$ cat src/rtl/axi_sync_buffer_bridge.sv
// Single-clock AXI4 buffering bridge: one show-ahead FIFO per channel, outstanding-burst
// limiting on AW/AR, and W credit so no write beat reaches the bus ahead of its address.

module axi_sync_buffer_bridge_fifo #(
    parameter int WIDTH = 8,
    parameter int DEPTH = 4
) (
    input  logic             i_clk,
    input  logic             i_rst_n,
    input  logic             i_push,
    output logic             o_ready,
    input  logic [WIDTH-1:0] i_wdata,
    input  logic             i_pop,
    output logic             o_empty,
    output logic [WIDTH-1:0] o_rdata
);
    localparam int ABITS = $clog2(DEPTH);
    localparam int PBITS = ABITS + 1;

    logic [PBITS-1:0] r_wptr;
    logic [PBITS-1:0] r_rptr;
    logic             r_full;
    logic             r_empty;
    logic [WIDTH-1:0] r_mem [DEPTH];

    logic             w_push;
    logic             w_pop;
    logic [PBITS-1:0] w_wptr_nxt;
    logic [PBITS-1:0] w_rptr_nxt;

    // A full FIFO refuses a push even when a pop frees a slot in the same cycle.
    assign w_push     = i_push && !r_full;
    assign w_pop      = i_pop && !r_empty;
    assign w_wptr_nxt = r_wptr + PBITS'(w_push);
    assign w_rptr_nxt = r_rptr + PBITS'(w_pop);

    always_ff @(posedge i_clk or negedge i_rst_n) begin
        if (!i_rst_n) begin
            r_wptr  <= '0;
            r_rptr  <= '0;
            r_full  <= 1'b0;
            r_empty <= 1'b1;
        end else begin
            r_wptr  <= w_wptr_nxt;
            r_rptr  <= w_rptr_nxt;
            r_empty <= (w_wptr_nxt == w_rptr_nxt);
            r_full  <= (w_wptr_nxt[ABITS] != w_rptr_nxt[ABITS]) &&
                       (w_wptr_nxt[ABITS-1:0] == w_rptr_nxt[ABITS-1:0]);
        end
    end

    always_ff @(posedge i_clk) begin
        if (w_push) begin
            r_mem[r_wptr[ABITS-1:0]] <= i_wdata;
        end
    end

    assign o_ready = !r_full;
    assign o_empty = r_empty;
    assign o_rdata = r_mem[r_rptr[ABITS-1:0]];
endmodule

module axi_sync_buffer_bridge #(
    parameter int ID_WIDTH        = 2,
    parameter int ADDR_WIDTH      = 32,
    parameter int DATA_WIDTH      = 32,
    parameter int ADDR_DEPTH      = 4,
    parameter int DATA_DEPTH      = 16,
    parameter int MAX_OUTSTANDING = 4,
    localparam int AXW = ID_WIDTH + ADDR_WIDTH + 10,
    localparam int WW  = DATA_WIDTH + DATA_WIDTH / 8 + 1,
    localparam int BW  = ID_WIDTH + 2,
    localparam int RW  = ID_WIDTH + DATA_WIDTH + 3,
    localparam int CW  = $clog2(MAX_OUTSTANDING + 1)
) (
    input  logic           BUS_CLK,
    input  logic           BUS_RSTN,
    input  logic [2:0]     M_REQ_VALID,
    output logic [2:0]     M_REQ_READY,
    input  logic [AXW-1:0] M_AW_PAYLOAD,
    input  logic [WW-1:0]  M_W_PAYLOAD,
    input  logic [AXW-1:0] M_AR_PAYLOAD,
    output logic [1:0]     M_RSP_VALID,
    input  logic [1:0]     M_RSP_READY,
    output logic [BW-1:0]  M_B_PAYLOAD,
    output logic [RW-1:0]  M_R_PAYLOAD,
    output logic [2:0]     B_REQ_VALID,
    input  logic [2:0]     B_REQ_READY,
    output logic [AXW-1:0] B_AW_PAYLOAD,
    output logic [WW-1:0]  B_W_PAYLOAD,
    output logic [AXW-1:0] B_AR_PAYLOAD,
    input  logic [1:0]     B_RSP_VALID,
    output logic [1:0]     B_RSP_READY,
    input  logic [BW-1:0]  B_B_PAYLOAD,
    input  logic [RW-1:0]  B_R_PAYLOAD,
    output logic [4:0]     fifo_empty_flag,
    output logic [CW-1:0]  wr_outstanding,
    output logic [CW-1:0]  rd_outstanding
);
    localparam logic [CW-1:0] MAX_C = CW'(MAX_OUTSTANDING);

    logic [CW-1:0] r_wr_os;
    logic [CW-1:0] r_rd_os;
    logic [CW-1:0] r_wcredit;

    logic w_aw_empty;
    logic w_w_empty;
    logic w_b_empty;
    logic w_ar_empty;
    logic w_r_empty;
    logic w_aw_issue;
    logic w_w_issue;
    logic w_ar_issue;
    logic w_aw_fire;
    logic w_w_last_fire;
    logic w_ar_fire;
    logic w_b_fire;
    logic w_r_last_fire;

    // Saturating up/down counter; a decrement at zero is a protocol violation and holds.
    function automatic logic [CW-1:0] f_count(input logic [CW-1:0] cnt,
                                              input logic inc, input logic dec);
        f_count = cnt;
        if (inc && !dec && (cnt < MAX_C)) begin
            f_count = cnt + 1'b1;
        end else if (dec && !inc && (cnt != '0)) begin
            f_count = cnt - 1'b1;
        end
    endfunction

    axi_sync_buffer_bridge_fifo #(.WIDTH(AXW), .DEPTH(ADDR_DEPTH)) u_aw_fifo (
        .i_clk   (BUS_CLK),
        .i_rst_n (BUS_RSTN),
        .i_push  (M_REQ_VALID[0]),
        .o_ready (M_REQ_READY[0]),
        .i_wdata (M_AW_PAYLOAD),
        .i_pop   (w_aw_fire),
        .o_empty (w_aw_empty),
        .o_rdata (B_AW_PAYLOAD)
    );

    axi_sync_buffer_bridge_fifo #(.WIDTH(WW), .DEPTH(DATA_DEPTH)) u_w_fifo (
        .i_clk   (BUS_CLK),
        .i_rst_n (BUS_RSTN),
        .i_push  (M_REQ_VALID[1]),
        .o_ready (M_REQ_READY[1]),
        .i_wdata (M_W_PAYLOAD),
        .i_pop   (w_w_issue && B_REQ_READY[1]),
        .o_empty (w_w_empty),
        .o_rdata (B_W_PAYLOAD)
    );

    axi_sync_buffer_bridge_fifo #(.WIDTH(AXW), .DEPTH(ADDR_DEPTH)) u_ar_fifo (
        .i_clk   (BUS_CLK),
        .i_rst_n (BUS_RSTN),
        .i_push  (M_REQ_VALID[2]),
        .o_ready (M_REQ_READY[2]),
        .i_wdata (M_AR_PAYLOAD),
        .i_pop   (w_ar_fire),
        .o_empty (w_ar_empty),
        .o_rdata (B_AR_PAYLOAD)
    );

    axi_sync_buffer_bridge_fifo #(.WIDTH(BW), .DEPTH(ADDR_DEPTH)) u_b_fifo (
        .i_clk   (BUS_CLK),
        .i_rst_n (BUS_RSTN),
        .i_push  (B_RSP_VALID[0]),
        .o_ready (B_RSP_READY[0]),
        .i_wdata (B_B_PAYLOAD),
        .i_pop   (M_RSP_READY[0]),
        .o_empty (w_b_empty),
        .o_rdata (M_B_PAYLOAD)
    );

    axi_sync_buffer_bridge_fifo #(.WIDTH(RW), .DEPTH(DATA_DEPTH)) u_r_fifo (
        .i_clk   (BUS_CLK),
        .i_rst_n (BUS_RSTN),
        .i_push  (B_RSP_VALID[1]),
        .o_ready (B_RSP_READY[1]),
        .i_wdata (B_R_PAYLOAD),
        .i_pop   (M_RSP_READY[1]),
        .o_empty (w_r_empty),
        .o_rdata (M_R_PAYLOAD)
    );

    // W is released only against registered credit, so a beat trails its AW by a cycle.
    assign w_aw_issue    = !w_aw_empty && (r_wr_os < MAX_C);
    assign w_ar_issue    = !w_ar_empty && (r_rd_os < MAX_C);
    assign w_w_issue     = !w_w_empty && (r_wcredit != '0);
    assign w_aw_fire     = w_aw_issue && B_REQ_READY[0];
    assign w_ar_fire     = w_ar_issue && B_REQ_READY[2];
    assign w_w_last_fire = w_w_issue && B_REQ_READY[1] && B_W_PAYLOAD[0];
    assign w_b_fire      = !w_b_empty && M_RSP_READY[0];
    assign w_r_last_fire = !w_r_empty && M_RSP_READY[1] && M_R_PAYLOAD[0];

    always_ff @(posedge BUS_CLK or negedge BUS_RSTN) begin
        if (!BUS_RSTN) begin
            r_wr_os   <= '0;
            r_rd_os   <= '0;
            r_wcredit <= '0;
        end else begin
            r_wr_os   <= f_count(r_wr_os, w_aw_fire, w_b_fire);
            r_rd_os   <= f_count(r_rd_os, w_ar_fire, w_r_last_fire);
            r_wcredit <= f_count(r_wcredit, w_aw_fire, w_w_last_fire);
        end
    end

    assign B_REQ_VALID     = {w_ar_issue, w_w_issue, w_aw_issue};
    assign M_RSP_VALID     = {!w_r_empty, !w_b_empty};
    assign fifo_empty_flag = {w_r_empty, w_ar_empty, w_b_empty, w_w_empty, w_aw_empty};
    assign wr_outstanding  = r_wr_os;
    assign rd_outstanding  = r_rd_os;
endmodule
$ cat config.mk
export PLATFORM = sky130hd
export DESIGN_NAME = axi_sync_buffer_bridge
export DESIGN_NICKNAME = d
export VERILOG_FILES = /design/src/rtl/axi_sync_buffer_bridge.sv
export SDC_FILE = /design/constraint.sdc
export NUM_CORES = 1
export LEC_CHECK = 0
export CAP_MARGIN = 20
export CORE_MARGIN = 10
export CORE_UTILIZATION = 51
export CTS_BUF_LIST = sky130_fd_sc_hd__clkbuf_8 sky130_fd_sc_hd__clkbuf_16
export CTS_CLUSTER_SIZE = 20
export DETAILED_ROUTE_END_ITERATION = 8
export GPL_ROUTABILITY_DRIVEN = 0
export PLACE_DENSITY = 0.74
export SYNTH_ARGS = -nofsm -noshare
export SYNTH_HDL_FRONTEND = slang
export SYNTH_SLANG_ARGS = --single-unit
$ cat constraint.sdc
create_clock -name BUS_CLK -period 5.1 [get_ports BUS_CLK]
set_input_delay 1.275 -clock BUS_CLK [delete_from_list [all_inputs] [get_ports BUS_CLK]]
set_output_delay 1.275 -clock BUS_CLK [all_outputs]
set_load 0.005 [all_outputs]
Word level (Yosys, flattened, before mapping)
Memory sizes are Yosys's and may differ from the RTL's. Cells that the tools add are included.

Register bits after elaboration: 57. Latch bits: 0. RAM bits: 1552. Bits in read-only memories: 0. Input bits: 178. Output and inout bits: 187. Logic and storage cells: 134. Memories kept: 5.

Memories: u_r_fifo.r_mem (depth 16, width 37, rd ports 1, clocked after Yosys merged registers in 0, write ports 1, line 24) `logic [WIDTH-1:0] r_mem [DEPTH];`; u_w_fifo.r_mem (depth 16, width 37, rd ports 1, clocked after Yosys merged registers in 0, write ports 1, line 24); u_ar_fifo.r_mem (depth 4, width 44, rd ports 1, clocked after Yosys merged registers in 0, write ports 1, line 24); u_aw_fifo.r_mem (depth 4, width 44, rd ports 1, clocked after Yosys merged registers in 0, write ports 1, line 24); u_b_fifo.r_mem (depth 4, width 4, rd ports 1, clocked after Yosys merged registers in 0, write ports 1, line 24).

Add/subtract/negate cells: 16. Multiply operators: 0. Div/mod/pow operators: 0. Magnitude comparators: 3. Equality and inequality tests: 15. Shift operators: 0. Multiplexer cells: 16. Bitwise operators: 0. Reductions and logical operators: 56.

Operator list (count): $logic_and A1 B1 Y1 (35); $add A5 B1 Y5 (4); $add A3 B1 Y3 (6); $mux W3 (6); $logic_not A1 Y1 (15); $eq A5 B5 Y1 (2); $mux W1 (10); $add A3 B1 Y3 const B (3); $eq A3 B3 Y1 (3); $lt A3 B3 Y1 const B (3); $reduce_bool A3 Y1 (3); $sub A3 B1 Y3 const B (3); $eq A4 B4 Y1 (2); $eq A2 B2 Y1 (3); $reduce_bool A2 Y1 (3); $ne A1 B1 Y1 (5).

Longest topological paths before layout
Gate-level depths: netlist of the first run.

Depth after elaboration: 8. Depth in mapped cells: 10.

By module
From an unflattened synthesis of the first run, not the netlist that was laid out.

Cell total of the unflattened synthesis: 2579. Area total of the unflattened synthesis: 60628.1 µm².

Modules (own cells, without submodules): axi_sync_buffer_bridge_fifo (u_r_fifo ...) (times used 2, cells each 968, area an instance 22726.8 µm²); axi_sync_buffer_bridge_fifo (u_ar_fifo ...) (times used 2, cells each 259, area an instance 6766.5 µm²); axi_sync_buffer_bridge_fifo (u_b_fifo) (times used 1, cells each 49, area an instance 932.1 µm²); axi_sync_buffer_bridge (times used 1, cells each 76, area an instance 709.4 µm²).

Worst setup path before layout of the first run
No wires, ideal clock.

Kind: input -> register. Start: input port M_REQ_VALID[2]. End: memory u_ar_fifo.r_mem[0][0] (netlist name), enable pin. Setup time: 0.509 ns. Data arrival time: 4.793 ns. Required time: 4.591 ns. Setup slack: -0.202 ns. Stages on the path: 2. Buffers on the path: 0. Cells stage by stage: nor2b_1 > nor3b_1.

Cells in the longest elaborated chain, start to end: 3.

RTL lines: from (decl) (line 78) `input logic [2:0] M_REQ_VALID,`; $logic_and A1 B1 Y1 (line 32) `assign w_push = i_push && !r_full;`; $mux W1 (line 53) `if (w_push) begin`; $mux W1 (not written as such) (line 54) `r_mem[r_wptr[ABITS-1:0]] <= i_wdata;`; to (decl) (line 24).

Every way passes these cells.

Final worst setup path of the first run
Start: register u_w_fifo.r_rptr[0]. End: output port B_W_PAYLOAD[18].

Cells in the longest elaborated chain, start to end: 1.

RTL lines: from (decl) (line 21) `logic [PBITS-1:0] r_rptr;`; from (signal assigned) (line 45) `r_rptr <= w_rptr_nxt;`; $mem_v2 Z16 W37; to (decl) (line 90) `output logic [WW-1:0] B_W_PAYLOAD,`.

Every way passes these cells.

==> reports/results.txt, run 1 <==
outcome: complete, no violations
cell taking the most area after synthesis: edfxtp_1
warnings from Yosys: 0
Cells after Synth: 2422
core area: 118000 um^2
area occupied by registers: 48100 um^2
Max Cap Viol: 0
DR vias: 27700
Initial Utilization: 51.3%
Synth Area in Adders: 0.513%
RSZ-0062 raised after global routing: false
Min Hold Slack: 0.472 ns
H-tree levels: 4
I/O Buffers: 364
Root Driver: clkbuf_16
wire length per cell: 29.4 um
mux share of post-synthesis cell area: 17.3%
Worst setup EP type: output pin
number of global-route vias before repair: 29000
Synth area leaders: edfxtp_1, mux4_2, dfrtp_1
Final min period: 4.91 ns
pre-CTS setup slack: 0.863 ns
Worst Setup Start Kind: flip-flop
VDD IR-drop max: 0.355 mV
Synth async-reset ratio: 3.54%
top cell type's share of synthesized area: 77.0%
area of the multi-input gates: 12100 um^2
worst-margin pin slew: 0.935 ns
number of routed nets with antenna violations: 0
GRT overflow: 0
total power: 41.0 mW
Remaining DRCs: 0
TritonCTS Buffers: 160
Layout Utilization: 60.8%
clk buf depth: 3
Cell Chain, Critical Path: buf_4 -> mux4_2 -> mux4_2 -> clkdlybuf4s50_1
crit-path max cell delay: 0.87 ns
static leakage: 22.9 nW
Routed WL: 134000 um
slew margin rel.: 37.6%
num rows: 126
HP Class: flip-flop to flip-flop
Top FF cell, synth: edfxtp_1
CP delay by family, top: multiplexers
crit path kind: flip-flop to output pin
worst r2r dst: rd_outstanding[1]
Netlist cell types: 49
final non-filler cell total: 4573
XOR/XNOR Fraction of Synth Area: 0.577%
final worst-path setup slack: 0.185 ns
CTS clk-pin slew, worst paths: 0.06 ns
Placed Area: 66600 um^2
CTS tree: built
worst-skew pair later-pin latency: 0.76 ns
final setup vio count: 0
Final Hold Fails: 0
post-synthesis sequential area ratio: 79.4%
Final TNS setup: 0 ns
Final Slew Violations: 0
largest family of logic cells by synthesized area: multiplexers
Levels on crit path: 4
worst reg2reg setup slack: 1.33 ns
nets: 3111
Post-DP HPWL: 76400 um
initial antenna violation count: 14
CP max-delay cell: dfrtp_4
Setup crit end: B_W_PAYLOAD[18]
Final Instance Area: 71700 um^2
crit path DAT: 3.64 ns
worst path bufs/invs: 2
most used cell, CP: mux4_2
FILL cells: 7758
max frequency: 203 MHz
post-synth net total: 2623
Clock Skews: 0.0308 ns
Post-synth EDFFs: 1552
Die Width: 364 um
CP max FO: 33
pin count of the biggest net entering global routing: 58
first-pass GRT wire length: 197000 um
Die Footprint: 133000 um^2
fin crit share: 96.4%
FF-to-FF Start: u_r_fifo.r_rptr[0]
routed vias/inst: 6.06
post-synthesis simple-gate area fraction: 0.974%
#FFs+latches synth: 1609
FF-to-FF path depth: 9
share of cells above drive strength 1: 27.0%
drt first-iter violations: 2653
Ports: 365
cell area after synthesis: 60500 um^2
Total GRT Usage: 20.2%
Setup crit start: u_w_fifo.r_rptr[0]
complex-gate fraction of the synthesized area: 0.246%
number of detailed-route iterations in the first pass: 5
Cell Pwr Density: 573 nW/um^2
Sink Count: 1609
placed cell count: 4282
die outline height: 364 um
Mapped Avg Cell Area: 25.0 um^2
Worst EP required: 3.83 ns
area grow syn2layout: 18.5%
[synthesized netlist by cell type (3+ instances only)]
cell	n
a21oi_1	5
and3_1	3
buf_1	21
buf_2	16
buf_4	13
clkbuf_1	69
dfrtp_1	52
dfstp_2	5
edfxtp_1	1552
fa_1	3
ha_1	20
inv_1	17
mux2_1	3
mux2i_1	5
mux4_2	461
nand2_1	23
nand2b_1	5
nand3_1	10
nor2_1	40
nor2b_1	11
nor3_1	11
nor3b_1	4
o21ai_0	4
o21ai_1	3
xnor2_1	18
xor2_1	20
[power by group]
group	leakage (nW)	internal (mW)	switching, mW
Combinational	5.57	6.75	5.61
Clock	2.57	6.21	4.83
Sequential	14.7	16.4	1.21
Total	22.9	29.4	11.7
[worst register-to-register path, delay by kind of cell (launching register included)]
family | cells | cell delay, ns
AOI/OAI and AO/OA | 2 | 0.30
adders and majority gates | 1 | 0.50
buffers and inverters | 1 | 0.33
DFF | 1 | 0.78
muxes | 3 | 1.46
and+or+nand+nor | 2 | 0.27
[registers in the layout (all words and copies together) (netlist names), 3 cells and up]
| signal | cells |
|---|---|
| u_r_fifo.r_mem | 592 |
| u_w_fifo.r_mem | 592 |
| u_ar_fifo.r_mem | 176 |
| u_aw_fifo.r_mem | 176 |
| u_b_fifo.r_mem | 16 |
| u_r_fifo.r_rptr | 5 |
| u_r_fifo.r_wptr | 5 |
| u_w_fifo.r_rptr | 5 |
| u_w_fifo.r_wptr | 5 |
| r_wcredit | 3 |
| rd_outstanding | 3 |
| u_ar_fifo.r_rptr | 3 |
| u_ar_fifo.r_wptr | 3 |
| u_aw_fifo.r_rptr | 3 |
| u_aw_fifo.r_wptr | 3 |
| u_b_fifo.r_rptr | 3 |
| u_b_fifo.r_wptr | 3 |
| wr_outstanding | 3 |
[cells in the final DEF, fill, tap and decap left out, types with 6 or more instances in the layout]
master / count
edfxtp_1: 1552
mux4_2: 461
clkdlybuf4s50_1: 363
clkbuf_16: 162
buf_4: 65
inv_1: 51
dfrtp_1: 40
clkinv_1: 37
nor2_4: 27
nand2_1: 23
clkinv_2: 21
xor2_1: 20
ha_1: 20
xnor2_1: 18
buf_12: 18
nor2_1: 13
nor2b_1: 11
nand3_1: 10
nor3_2: 8
dfrtp_2: 8
bufinv_16: 7
diode_2: 6
[per-layer routing]
layer | routed length, um | GRT usage [%]
met4 | 3110 | 5.96
met2 | 66600 | 32.6
met3 | 10800 | 4.37
met5 | 113 | 0
met1 | 53700 | 28.0
[worst min-delay path by stage]
stage | cells past startpoint | start | slack [ns] | end
after floorplan | 1 | u_ar_fifo.r_wptr[2] | 0.45 | u_ar_fifo.r_wptr[2]
after global placement | 1 | u_aw_fifo.r_wptr[2] | 0.46 | u_aw_fifo.r_wptr[2]
after detailed placement | 1 | u_b_fifo.r_wptr[2] | 0.46 | u_b_fifo.r_wptr[2]
after CTS | 1 | u_b_fifo.r_wptr[2] | 0.47 | u_b_fifo.r_wptr[2]
after global routing | 1 | u_b_fifo.r_wptr[2] | 0.51 | u_b_fifo.r_wptr[2]
final | 1 | u_b_fifo.r_wptr[2] | 0.47 | u_b_fifo.r_wptr[2]
[cell type report]
cell class                      count  area share [%]
Clock buffer                      166            5.73
Inverter                           18          0.0942
Clock inverter                    117            1.24
Multi-Input combinational cell    674            16.9
Sequential cell                  1609            67.0
Timing Repair Buffer              447            6.26
Antenna cell                        6          0.0209
Tap cell                         1536            2.68
[cell families (layout without fill, tap and decap cells)]
family | count (synthesis) | count (layout)
flops | 1609 | 1609
mux | 469 | 469
buf+inv | 139 | 748
simple gates | 120 | 120
xor+xnor | 39 | 39
fa+ha+maj | 23 | 23
compound gates | 23 | 23
other cells | 0 | 6
[timing repair]
item / CTS / global route
endpoints found under the setup margin: 0 / 1
buffers inserted: 0 / 0
hold buffers: 0 / 0
resized for setup: 0 / 1
(Power assumes the default switching activity.)
==> run 2, diff against run 1 <==
- RECOVER_POWER: not set -> 100
==> run 2 against run 1 <==
Utilization is 0.27 points lower. Cell area is 0.44% lower. Global-route usage stayed put. Clock skew hardly changed. Sequential power hardly changed. Clock-buffer cell count stayed put. First-iteration DRC count is 0.90% lower. Flip-flop and latch count stayed put. The flow now finishes with violations (max-capacitance violations, max-slew violations). Critical endpoint is now u_r_fifo.r_mem[8][23]. Total power is 0.85% lower. Setup slack worse by 0.096 ns. Sequential share of layout area is 0.29 points higher. Largest power group unchanged. Final cell count is 0.33% higher.
==> reports/results.txt, run 2 (synthesized netlist as in run 1, its figures left out) <==
Die Width: 364 um (unchanged)
final setup vio count: 0 (unchanged)
commonest non-fill, non-tap cell in the layout: edfxtp_1
nets: 3111 (unchanged)
failing checks: max-capacitance violations, max-slew violations
drt first-iter violations: 2629 (-0.90%)
Top Layer Used: met5
Sink Count: 1609 (unchanged)
pre-CTS setup slack: 0.863 ns (unchanged)
Post-DP HPWL: 76400 um (unchanged)
number of global-route vias before repair: 29000 (unchanged)
CP max FO: 27 (-18%)
CTS tree: built
Max Cap Viol: 36 (+36)
outcome: finished with violations
crit path DAT: 5.36 ns (+1.72 ns)
Remaining DRCs: 0 (unchanged)
wire length per cell: 29.3 um (-0.24%)
Clock Skews: 0.0308 ns (-0.0000691 ns)
fin crit share: 98.3% (+1.9 points)
H-tree levels: 4 (unchanged)
I/O Buffers: 364 (unchanged)
Initial Utilization: 51.3% (unchanged)
metal2 WL: 66500 um (about the same)
HP Class: flip-flop to flip-flop
Cell Pwr Density: 570 nW/um^2 (-0.41%)
Worst EP required: 5.45 ns (+1.62 ns)
area of the multi-input gates: 12000 um^2 (-0.90%)
most frequent cells in the layout: edfxtp_1, mux4_2, dlygate4sd3_1
area grow syn2layout: 18.0%
die outline height: 364 um (unchanged)
GRT overflow: 0 (unchanged)
Final min period: 5.01 ns (+0.0963 ns)
wl on met1: 53900 um (+0.23%)
CTS Hold Bufs: 0 (unchanged)
static leakage: 22.8 nW (-0.40%)
VDD IR-drop max: 0.354 mV (-0.42%)
Worst Setup Start Kind: input port
Final Hold Fails: 0 (unchanged)
TritonCTS Buffers: 160 (unchanged)
Final Slew Violations: 1116 (+1116)
FILL cells: 7832 (+0.95%)
Total GRT Usage: 20.2% (unchanged)
number of detailed-route iterations in the first pass: 5 (unchanged)
crit path kind: input port to flip-flop
final worst-path setup slack: 0.0889 ns (-0.0963 ns)
worst-skew pair later-pin latency: 0.76 ns (about the same)
total power: 40.7 mW (-0.85%)
Min Hold Slack: 0.472 ns (+0.000686 ns)
max frequency: 200 MHz (-1.9%)
Ports: 365 (unchanged)
Final TNS setup: 0 ns (unchanged)
met3 wire len: 10700 um (-0.88%)
RSZ-0062 raised after global routing: false
clk buf depth: 3 (unchanged)
initial antenna violation count: 38 (+24)
core area: 118000 um^2 (unchanged)
Root Driver: clkbuf_16
routed vias/inst: 6.08 (+0.34%)
number of routed nets with antenna violations: 0 (unchanged)
area occupied by registers: 48100 um^2 (about the same)
Routed WL: 135000 um (about the same)
worst-margin pin slew: 3.42 ns (+2.48 ns)
num rows: 126 (unchanged)
Layout Utilization: 60.5% (-0.27 points)
Worst setup EP type: flip-flop
pin count of the biggest net entering global routing: 58 (unchanged)
DR vias: 27900 (+0.67%)
share of cells above drive strength 1: 25.5% (-1.5 points)
CTS clk-pin slew, worst paths: 0.06 ns (about the same)
worst reg2reg setup slack: 0.75 ns (-0.58 ns)
first-pass GRT wire length: 197000 um (unchanged)
Die Footprint: 133000 um^2 (unchanged)
slew margin rel.: -128% (-170 points)
-- run 2: worst paths after layout --
kind / startpoint / to / cells after the start
worst max-delay path: B_RSP_VALID[1] / u_r_fifo.r_mem[8][23] / 5
worst min-delay path: u_b_fifo.r_wptr[2] / u_b_fifo.r_wptr[2] / 1
worst max register to register: u_r_fifo.r_full / u_r_fifo.r_mem[8][23] / 4
worst min register to register: u_b_fifo.r_wptr[2] / u_b_fifo.r_wptr[2] / 1
max in group asynchronous: BUS_RSTN / u_r_fifo.r_rptr[0] / 2
min in group asynchronous: BUS_RSTN / r_wcredit[0] / 2
-- run 2: repair_timing --
item	CTS	global route
gates resized for setup	0	1
setup endpoints to repair	0	1
endpoints found under the hold margin	0	0
setup buffers	0	0
-- run 2: per-layer routing --
layer	GRT usage, %	up-vias
met5	0	-
met1	28.0	15000
met3	4.37	251
met2	32.6	1252
li1	-	11400
met4	5.96	18
-- run 2: cell type report --
cell class	count	share of cell area, %
timing repair buffer	447	5.95
clock buffer	166	5.76
antenna	21	0.0736
inverter	18	0.0947
sequential	1609	67.3
tap	1536	2.69
multi-input combinational	674	16.9
clock inverter	117	1.25
-- run 2: per-stage QoR --
step                cells  area [um^2]
global route         4573        71300
CTS                  4565        71600
detailed placement   4282        66600
finish               4588        71400
floorplan            2422        60500
global placement     4282        66600
-- run 2: worst max-delay path, stage by stage --
cell	delay [ns]
dlygate4sd3_1	0.53
nor2b_1	0.52
or3b_2	0.60
nor2_1	1.33
clkbuf_2	1.08
-- run 2: report_power, final --
| part | switching, mW | total, mW | leakage (nW) | internal, mW |
|---|---|---|---|---|
| clock | 4.83 | 11.0 | 2.57 | 6.21 |
| combinational | 5.55 | 12.0 | 5.48 | 6.42 |
| sequential | 1.19 | 17.7 | 14.7 | 16.5 |
| total | 11.6 | 40.7 | 22.8 | 29.1 |
==> run 3, diff against run 2 <==
- CAP_MARGIN: 20 -> not set
- SKIP_CTS_REPAIR_TIMING: not set -> 1
- SKIP_LAST_GASP: not set -> 1
==> run 3 against run 2 <==
The run still ends with max-capacitance violations, max-slew violations left. Cell area is essentially flat. Highest routed layer unchanged. Hold slack hardly changed. Clock-buffer cell count stayed put. Via count fell by 0.22%. Non-clock buffer count shrank 2.
==> reports/results.txt, run 3 (synthesized netlist as in run 1, its figures left out) <==
TritonCTS Buffers: 160 (unchanged)
I/O Buffers: 364 (unchanged)
Max Cap Viol: 34 (-5.6%)
Cell Pwr Density: 570 nW/um^2 (about the same)
die outline height: 364 um (unchanged)
VDD IR-drop max: 0.355 mV (+0.27%)
worst path bufs/invs: 2 (unchanged)
GRT overflow: 0 (unchanged)
Worst EP required: 5.44 ns (about the same)
Root Driver: clkbuf_16
final setup vio count: 0 (unchanged)
core area: 118000 um^2 (unchanged)
worst-margin pin slew: 3.37 ns (-0.0481 ns)
Total GRT Usage: 20.2% (unchanged)
routed vias/inst: 6.07 (-0.11%)
clk buf depth: 3 (unchanged)
first-pass GRT wire length: 197000 um (unchanged)
Initial Utilization: 51.3% (unchanged)
number of global-route vias before repair: 29000 (unchanged)
slew margin rel.: -125% (+3.2 points)
Levels on crit path: 5 (unchanged)
initial antenna violation count: 38 (unchanged)
Worst setup EP type: flip-flop
final worst-path setup slack: 0.105 ns (+0.0161 ns)
Post-DP HPWL: 76400 um (unchanged)
H-tree levels: 4 (unchanged)
CP max-delay cell: nor2_1
Clock Skews: 0.0311 ns (+0.000364 ns)
outcome: finished with violations
Remaining DRCs: 0 (unchanged)
number of routed nets with antenna violations: 0 (unchanged)
FF-to-FF path depth: 4 (unchanged)
crit path kind: input port to flip-flop
Ports: 365 (unchanged)
CTS tree: built
Final Hold Fails: 0 (unchanged)
failing checks: max-capacitance violations, max-slew violations
placed cell count: 4282 (unchanged)
fin crit share: 97.9% (-0.32 points)
max frequency: 200 MHz (+0.32%)
crit-path max cell delay: 1.29 ns (-0.04 ns)
final non-filler cell total: 4583 (-0.11%)
Final Slew Violations: 1128 (+1.1%)
pin count of the biggest net entering global routing: 58 (unchanged)
HP Class: flip-flop to flip-flop
CP max FO: 27 (unchanged)
most frequent cells in the layout: edfxtp_1, mux4_2, dlygate4sd3_1
crit path DAT: 5.34 ns (-0.02 ns)
nets: 3109 (-0.064%)
pre-CTS setup slack: 0.863 ns (unchanged)
Layout Utilization: 60.5% (about the same)
DR vias: 27800 (-0.22%)
share of cells above drive strength 1: 25.5% (about the same)
CP delay by family, top: simple AND/OR/NAND/NOR gates
Cell Chain, Critical Path: dlygate4sd3_1 -> nor2b_1 -> or3b_2 -> nor2_1 -> clkbuf_2
CTS clk-pin slew, worst paths: 0.06 ns (about the same)
static leakage: 22.8 nW (about the same)
Hold Crit Depth: 1 (unchanged)
number of detailed-route iterations in the first pass: 5 (unchanged)
Final min period: 5.00 ns (-0.0161 ns)
drt first-iter violations: 2547 (-3.1%)
commonest non-fill, non-tap cell in the layout: edfxtp_1
area grow syn2layout: 17.9% (about the same)
Worst Setup Start Kind: input port
RSZ-0062 raised after global routing: false
Final TNS setup: 0 ns (unchanged)
num rows: 126 (unchanged)
Sink Count: 1609 (unchanged)
wire length per cell: 29.3 um (about the same)
worst-skew pair later-pin latency: 0.76 ns (about the same)
Die Width: 364 um (unchanged)
Routed WL: 134000 um (about the same)
Die Footprint: 133000 um^2 (unchanged)
[run 3: cell types whose count changed in the layout (fill, tap and decap cells not counted), sizes merged]
cell           delta
dlygate4sd3       +1
clkbuf            -1
clkdlybuf4s50     -1
buf               -1
diode             -3
[run 3: through the flow]
stage	power [mW]	hold WS, ns	area, um^2
6_report	40.7	0.472	71300
5_1_grt	42.4	0.505	71300
4_1_cts	41.5	0.473	71600
3_5_place_dp	30.4	0.464	66600
3_3_place_gp	30.1	0.458	66600
2_1_floorplan	24.6	0.446	60500
[run 3: final timing paths]
| check | from | to | slack [ns] |
|---|---|---|---|
| hold / removal | u_b_fifo.r_wptr[2] | u_b_fifo.r_wptr[2] | 0.47 |
| setup reg to reg | u_r_fifo.r_full | u_r_fifo.r_mem[8][23] | 0.77 |
| min in group asynchronous | BUS_RSTN | r_wcredit[0] | 1.80 |
| max in group asynchronous | BUS_RSTN | u_r_fifo.r_rptr[0] | 0.90 |
| hold reg to reg | u_b_fifo.r_wptr[2] | u_b_fifo.r_wptr[2] | 0.47 |
| setup / recovery | B_RSP_VALID[1] | u_r_fifo.r_mem[8][23] | 0.10 |
[run 3: area by class of cell]
class	instances	area, um^2
sequential	1609	48100
fill	7839	46600
multi-input combinational	674	12000
timing repair buffer	445	4230
clock buffer	166	4110
tap	1536	1920
clock inverter	117	892
inverter	18	67.6
antenna	18	45.0
[run 3: layer usage]
layer | up-vias | routed length (um) | track usage (%)
li1 | 11400 | - | -
met1 | 15000 | 53900 | 28.0
met2 | 1232 | 66400 | 32.6
met3 | 246 | 10800 | 4.37
met4 | 18 | 3180 | 5.96
met5 | - | 110 | 0
[run 3: power by group]
part	switching [mW]	internal, mW
registers	1.24	16.5
logic	5.50	6.41
clock network	4.82	6.21
total	11.6	29.1
